===== src/rtl/ctrl_pkg.sv =====
// Shared encodings for the multicycle control path: FSM states, opcodes,
// PC next-value select and write-back select.
package ctrl_pkg;

    typedef enum logic [2:0] {
        S_FETCH  = 3'd0,
        S_DECODE = 3'd1,
        S_EXEC   = 3'd2,
        S_MEM    = 3'd3,
        S_WB     = 3'd4,
        S_FAULT  = 3'd5
    } state_e;

    typedef enum logic [1:0] {
        PC_PLUS4  = 2'b00,
        PC_BRANCH = 2'b01,
        PC_JAL    = 2'b10,
        PC_JALR   = 2'b11
    } pcsrc_e;

    typedef enum logic [1:0] {
        WB_ALU = 2'b00,
        WB_MEM = 2'b01,
        WB_PC4 = 2'b10
    } wb_sel_e;

    localparam logic [6:0] OP_R      = 7'b0110011;
    localparam logic [6:0] OP_IMM    = 7'b0010011;
    localparam logic [6:0] OP_LOAD   = 7'b0000011;
    localparam logic [6:0] OP_STORE  = 7'b0100011;
    localparam logic [6:0] OP_BRANCH = 7'b1100011;
    localparam logic [6:0] OP_JAL    = 7'b1101111;
    localparam logic [6:0] OP_JALR   = 7'b1100111;
    localparam logic [6:0] OP_LUI    = 7'b0110111;
    localparam logic [6:0] OP_AUIPC  = 7'b0010111;
    localparam logic [6:0] OP_FENCE  = 7'b0001111;
    localparam logic [6:0] OP_SYSTEM = 7'b1110011;

    typedef struct packed {
        logic legal;
        logic is_load;
        logic is_store;
        logic is_branch;
        logic is_jal;
        logic is_jalr;
        logic is_fence;
    } op_class_t;

endpackage


===== src/rtl/ctrl_decode.sv =====
// Opcode classifier. SYSTEM and anything unlisted come out with legal=0.
module ctrl_decode
    import ctrl_pkg::*;
(
    input  logic [6:0] opcode,
    output op_class_t  cls
);

    always_comb begin
        cls = '0;
        case (opcode)
            OP_R, OP_IMM, OP_LUI, OP_AUIPC: cls.legal = 1'b1;
            OP_LOAD:   begin cls.legal = 1'b1; cls.is_load   = 1'b1; end
            OP_STORE:  begin cls.legal = 1'b1; cls.is_store  = 1'b1; end
            OP_BRANCH: begin cls.legal = 1'b1; cls.is_branch = 1'b1; end
            OP_JAL:    begin cls.legal = 1'b1; cls.is_jal    = 1'b1; end
            OP_JALR:   begin cls.legal = 1'b1; cls.is_jalr   = 1'b1; end
            OP_FENCE:  begin cls.legal = 1'b1; cls.is_fence  = 1'b1; end
            default:   ;
        endcase
    end

endmodule


===== src/rtl/control_fsm.sv =====
// Multicycle control FSM: FETCH/DECODE/EXEC/MEM/WB with a memory-wait
// timeout and an absorbing FAULT state.
module control_fsm
    import ctrl_pkg::*;
#(
    parameter int TMO_W = 4
) (
    input  logic       clk,
    input  logic       rst_n,
    input  logic [6:0] opcode,
    input  logic       branch_taken,
    input  logic       mem_ready,
    output logic       mem_req,
    output logic       mem_we,
    output logic       addr_sel,
    output logic       ir_write,
    output logic       pc_write,
    output logic [1:0] pcsrc,
    output logic       reg_write,
    output logic [1:0] wb_sel,
    output logic [2:0] state,
    output logic       fault
);

    localparam logic [TMO_W-1:0] TMO_MAX = '1;

    state_e           state_q, state_d;
    logic [TMO_W-1:0] tmo_q, tmo_d, tmo_inc;
    logic             tmo_expired;
    op_class_t        cls;

    ctrl_decode u_decode (
        .opcode (opcode),
        .cls    (cls)
    );

    always_ff @(posedge clk or negedge rst_n) begin
        if (!rst_n) begin
            state_q <= S_FETCH;
            tmo_q   <= '0;
        end else begin
            state_q <= state_d;
            tmo_q   <= tmo_d;
        end
    end

    // A wait cycle that would push the counter to all-ones faults instead,
    // so at most 2^TMO_W-1 request cycles are spent per transfer.
    assign tmo_inc     = tmo_q + TMO_W'(1);
    assign tmo_expired = (tmo_inc == TMO_MAX);

    always_comb begin
        state_d   = state_q;
        tmo_d     = tmo_q;
        mem_req   = 1'b0;
        mem_we    = 1'b0;
        addr_sel  = 1'b0;
        ir_write  = 1'b0;
        pc_write  = 1'b0;
        pcsrc     = PC_PLUS4;
        reg_write = 1'b0;
        wb_sel    = WB_ALU;

        case (state_q)
            S_FETCH: begin
                mem_req = 1'b1;
                if (mem_ready) begin
                    ir_write = 1'b1;
                    state_d  = S_DECODE;
                end else if (tmo_expired) begin
                    state_d = S_FAULT;
                end else begin
                    tmo_d = tmo_inc;
                end
            end
            S_DECODE: state_d = cls.legal ? S_EXEC : S_FAULT;
            S_EXEC: begin
                if (!cls.legal) begin
                    state_d = S_FAULT;
                end else if (cls.is_branch || cls.is_fence) begin
                    pc_write = 1'b1;
                    pcsrc    = (cls.is_branch && branch_taken) ? PC_BRANCH : PC_PLUS4;
                    state_d  = S_FETCH;
                end else if (cls.is_load || cls.is_store) begin
                    state_d = S_MEM;
                end else begin
                    state_d = S_WB;
                end
            end
            S_MEM: begin
                mem_req  = 1'b1;
                addr_sel = 1'b1;
                mem_we   = cls.is_store;
                if (mem_ready) begin
                    pc_write = cls.is_store;
                    state_d  = cls.is_store ? S_FETCH : S_WB;
                end else if (tmo_expired) begin
                    state_d = S_FAULT;
                end else begin
                    tmo_d = tmo_inc;
                end
            end
            S_WB: begin
                reg_write = 1'b1;
                pc_write  = 1'b1;
                wb_sel    = cls.is_load ? WB_MEM :
                            (cls.is_jal || cls.is_jalr) ? WB_PC4 : WB_ALU;
                pcsrc     = cls.is_jal ? PC_JAL : cls.is_jalr ? PC_JALR : PC_PLUS4;
                state_d   = S_FETCH;
            end
            S_FAULT: ;
            default: state_d = S_FAULT;
        endcase

        if (state_d != state_q) tmo_d = '0;

        // Reset drops every request/enable at once, abandoning any write.
        if (!rst_n) begin
            mem_req   = 1'b0;
            mem_we    = 1'b0;
            ir_write  = 1'b0;
            pc_write  = 1'b0;
            reg_write = 1'b0;
        end
    end

    assign state = state_q;
    assign fault = (state_q == S_FAULT);

endmodule


===== config.mk =====
export PLATFORM = sky130hd
export DESIGN_NAME = control_fsm
export DESIGN_NICKNAME = d
export VERILOG_FILES = /design/src/rtl/ctrl_pkg.sv /design/src/rtl/ctrl_decode.sv /design/src/rtl/control_fsm.sv
export SDC_FILE = /design/constraint.sdc
export NUM_CORES = 1
export LEC_CHECK = 0
export BUFFER_PORTS_ARGS = -buffer_cell sky130_fd_sc_hd__buf_4
export CORE_MARGIN = 10
export CORE_UTILIZATION = 45
export CTS_BUF_LIST = sky130_fd_sc_hd__clkbuf_4 sky130_fd_sc_hd__clkbuf_8
export DETAILED_ROUTE_END_ITERATION = 6
export GPL_ROUTABILITY_DRIVEN = 0
export MAX_ROUTING_LAYER = met4
export PLACE_DENSITY = 0.82
export SLEW_MARGIN = 25
export SYNTH_ARGS = -nofsm -noshare
export SYNTH_HDL_FRONTEND = slang
export SYNTH_SLANG_ARGS = --single-unit

===== constraint.sdc =====
create_clock -name clk -period 2.3 [get_ports clk]
set_input_delay 0.575 -clock clk [delete_from_list [all_inputs] [get_ports clk]]
set_output_delay 0.575 -clock clk [all_outputs]
set_load 0.005 [all_outputs]

# == Word level (Yosys, flattened, before mapping) ==
# Index checks and enable logic that the tools add are counted.
# classes
mux,44
eq_ne,19
n_reduce_logical,9
n_addsub,1
# op_table
op,n
2-to-1 mux 1 bit,24
2-to-1 mux 3 bit,8
"equality test 7 x 6 -> 1 bit, second input constant",3
"equality test 7 bit, second input constant",3
one-hot mux 3 bit (6 select lines),1
2-to-1 mux 4 bit,4
"equality test 7 x 5 -> 1 bit, second input constant",2
2-to-1 mux 2 bit,5
OR reduction 10 bit,1
"equality test 7 x 2 -> 1 bit, second input constant",1
"equality test 7 x 4 -> 1 bit, second input constant",1
"equality test 3 x 2 -> 1 bit, second input constant",2
"equality test 3 bit, second input constant",2
"adder 4 x 1 -> 4 bit, second input constant",1
"equality test 4 bit, second input constant",1
"inequality test 2 x 1 -> 1 bit, second input constant",2
one-hot mux 2 bit (2 select lines),1
"equality test 3 x 1 -> 1 bit, second input constant",1
zero test 3 bit,1
logical OR 1 bit,3
inequality test 3 bit,1
one-hot mux 1 bit (3 select lines),1
AND reduction 3 bit,1
nonzero test 2 bit,1
other kinds (2),2
# word_totals
word_cells,75
regBits,7
in_bits,11

# == Logic depth before layout (Yosys ltp) ==
# depth
ltp_word,10
depth_mapped,7

# == Modules after synthesis ==
# Synthesis repeated with hierarchy kept, for this count alone.
# hier_totals
hier_cells,118
hier_area_um2,913.4
# modules_own_cells
module,cells_each,instances,area_each_um2
control_fsm,100,1,780.7
ctrl_decode,18,1,132.6

# == Worst setup path before layout ==
# Ideal clock, no wire load.
# synth_timing
path_type,input -> output
startpoint,input opcode[5]
endpoint,output pc_write
arrival_ns,1.504
cell_stages,6
required_time_ns,1.725
setup_slack_ns,0.221
path_cell_list,buf_2 > nor4bb_1 > a31oi_1 > a2bb2oi_1 > o32ai_1 > and2_1
# synth_between
elab_chain_cells,7
# synth_rtl
item,line,source
from (decl),control_fsm.sv:10,"input logic [6:0] opcode,"
"parallel branches: the longest is 5 deep, another holds OR reduction 10 bit",n/a,
one-hot mux 1 bit (3 select lines) *,control_fsm.sv:64,case (state_q)
2-to-1 mux 1 bit *,control_fsm.sv:118,if (!rst_n) begin
to (decl),control_fsm.sv:17,"output logic pc_write,"
# Mark *: on every way between the ends.

# == Final worst setup path ==
# Ends and elaborated chain as after synthesis.

==> reports/qor.yml <==
r2r_end: "tmo_q[1]"
dp_cells: 149
io_pins: 25
first_pass_iters: 4
use_met3: 0.0269
grt_pass1_vias: 879
hold_buffers: 0
viasPerCell: 5.65
die_y_um: 62.5
setup_viol: 0
rr_worst_depth: 6
wirelength_mm: 2.28
grt_max_degree: 18
ys_ff_latch: 7
synth_top_cell_by_area: "dfrtp_1"
end_kind: "output port"
report.final.slew_viol_count: 0
start_util: 0.470
num_vias: 864
outcome: "finished, final reports clean"
synth.most_common_cell: "nand2_1"
skew_ps: 0.313
synth_area_per_cell_um2: 7.88
synth-warning-count: 0
clk_latency_ps: 240
critPathCapture: "pc_write"
synth-main-ff-cell: "dfrtp_1"
synthTopCellsByArea: "dfrtp_1 22%, nand2_1 6.5%, nand2b_1 3.9%, nor3_1 3.7%, ha_1 3.1%"
path_class: "input pin to output port"
grtUsageMet2: 0.190
synthTopCellsByCount: "14 x nand2_1, 7 x dfrtp_1, 6 x nor2_1, 6 x nor3_1"
cts_root_buf: "clkbuf_4"
nNetsFinal: 142
busiest_layer: "met2"
syn_nets: 116
r2r_slack_ps: 430
min_period_ps: 2200
place_ws_ps: 33.2
worst-path-max-fanout: 10
clock_sinks: 7
slew-limit-headroom: 0.789
cts_made_buffers: 3
hpwl_mm: 1.88
cts_resized: 0
hold_path_class: "input pin to async pin"
cts_buffer_depth: 2
grt_overflow: 0
synth_top_area_frac: 0.216
drive_above_1_share: 0.313
grt_pass1_wl_mm: 4.03
post_synth_num_cell_types: 46
grt_usage: 0.120
drt_iter0_drc: 38
rsz0062_at_grt: "no"
drc_errors: 0
ys_seq_area_frac: 0.216
grt_antenna_before_repair: 0
ant_nets: 0
io_buffers: 24
finalHoldViolCount: 0
rows: 15
syn_inst: 103
h-tree-depth: 1
r2r_start: "tmo_q[0]"
fp.dieArea_um2: 3900
p_leak_nw: 0.457
layout_setup_ws_ps: 98.1
clkTransAtPathRegs_ps: 50
peakVddDrop_mv: 0.408
fin_cells: 153
fin_tns_setup_ps: 0
worstMarginPinSlew_ps: 317
synth_edf_count: 0
crit_start: "opcode[5]"
cts_tree: "done"
nFillCells: 160
worst_ep_required_time_ps: 1730
n_antenna_cell: 0
coreArea_um2: 1730
post_cts_buffers: 0
syn_area_um2: 812
min_period_over_period: 0.957
post_drt_wl_per_cell_um: 14.9
cp.arrival_ps: 1630
whs_ps: 158
p_per_area_nw_per_um2: 586
maxCapViolCount: 0
area_delta_synth_final_pct: 31.3
async_flop_share: 1.00
met1_usage: 0.153
start_kind: "input pin"
dieWidth_um: 62.5
achievable-frequency_ghz: 0.454
registers in the layout, summed over array words and instances (netlist names):
register  count
state         3
tmo_q         4
worst min-delay path by stage:
stage / start / to / slack (ps)
after detailed placement: rst_n / state[2] / 410
after global placement: rst_n / state[2] / 410
after floorplan: rst_n / state[0] / 280
after global routing: rst_n / tmo_q[2] / 150
final: rst_n / state[2] / 160
after CTS: rst_n / state[2] / 150
layer usage:
metal | vias up | wire [um] | share of wire
li1 | 434 | - | -
met1 | 402 | 1050 | 0.46
met2 | 28 | 1110 | 0.49
met3 | 0 | 119 | 0.052
met4 | 0 | 0 | 0
met5 | - | 0 | 0
layout by cell type, fill, tap and decap left out, types with 2 or more instances in the layout:
master and count:
and3_1 3, a41oi_1 2, xor2_1 2, and4_1 2, nand2b_1 5, a31oi_1 2, or2_1 2, buf_4 27
ha_1 2, inv_1 5, nor3_1 6, nor2_1 6, a21oi_1 4, nand2_1 14, dfrtp_1 7, and2_1 3
clkbuf_4 4, nand3_1 2, nor2b_1 3
where the power goes:
part	switching (mW)	leakage (nW)	total, mW	internal (mW)
sequential	0.0273	0.0888	0.173	0.146
clock	0.0368	0.0184	0.114	0.0774
combinational	0.180	0.350	0.338	0.158
total	0.244	0.457	0.625	0.381
cells by family after synthesis:
group	share of synthesized area
xor gates and xnor gates	0.0324
buffers and inverters	0.0632
muxes	0.0185
DFF	0.216
adders and majority gates	0.0308
and+or+nand+nor	0.359
AOI/OAI and AO/OA	0.280
stage by stage:
| stage | utilization | total power, mW | instance area [um^2] |
|---|---|---|---|
| floorplan | - | 0.378 | 812 |
| global placement | 0.587 | 0.499 | 1010 |
| detailed placement | 0.587 | 0.505 | 1010 |
| CTS | 0.604 | 0.624 | 1040 |
| global route | 0.617 | 0.683 | 1070 |
| finish | 0.617 | 0.625 | 1070 |
critical path: stages:
cell	delay, ps
buf_4	150
nor4bb_4	290
a31oi_1	90
a2bb2oi_1	140
o32ai_1	100
and2_1	160
buf_4	110
layout make-up:
class | count | area (um^2) | area share
well taps | 25 | 31.3 | 0.0293
flip-flops and latches | 7 | 175 | 0.164
clock buffers | 4 | 30.0 | 0.0282
multi-input cells | 85 | 608 | 0.570
repair buffers | 27 | 203 | 0.190
inverters | 5 | 18.8 | 0.0176
(Power assumes the default switching activity.)
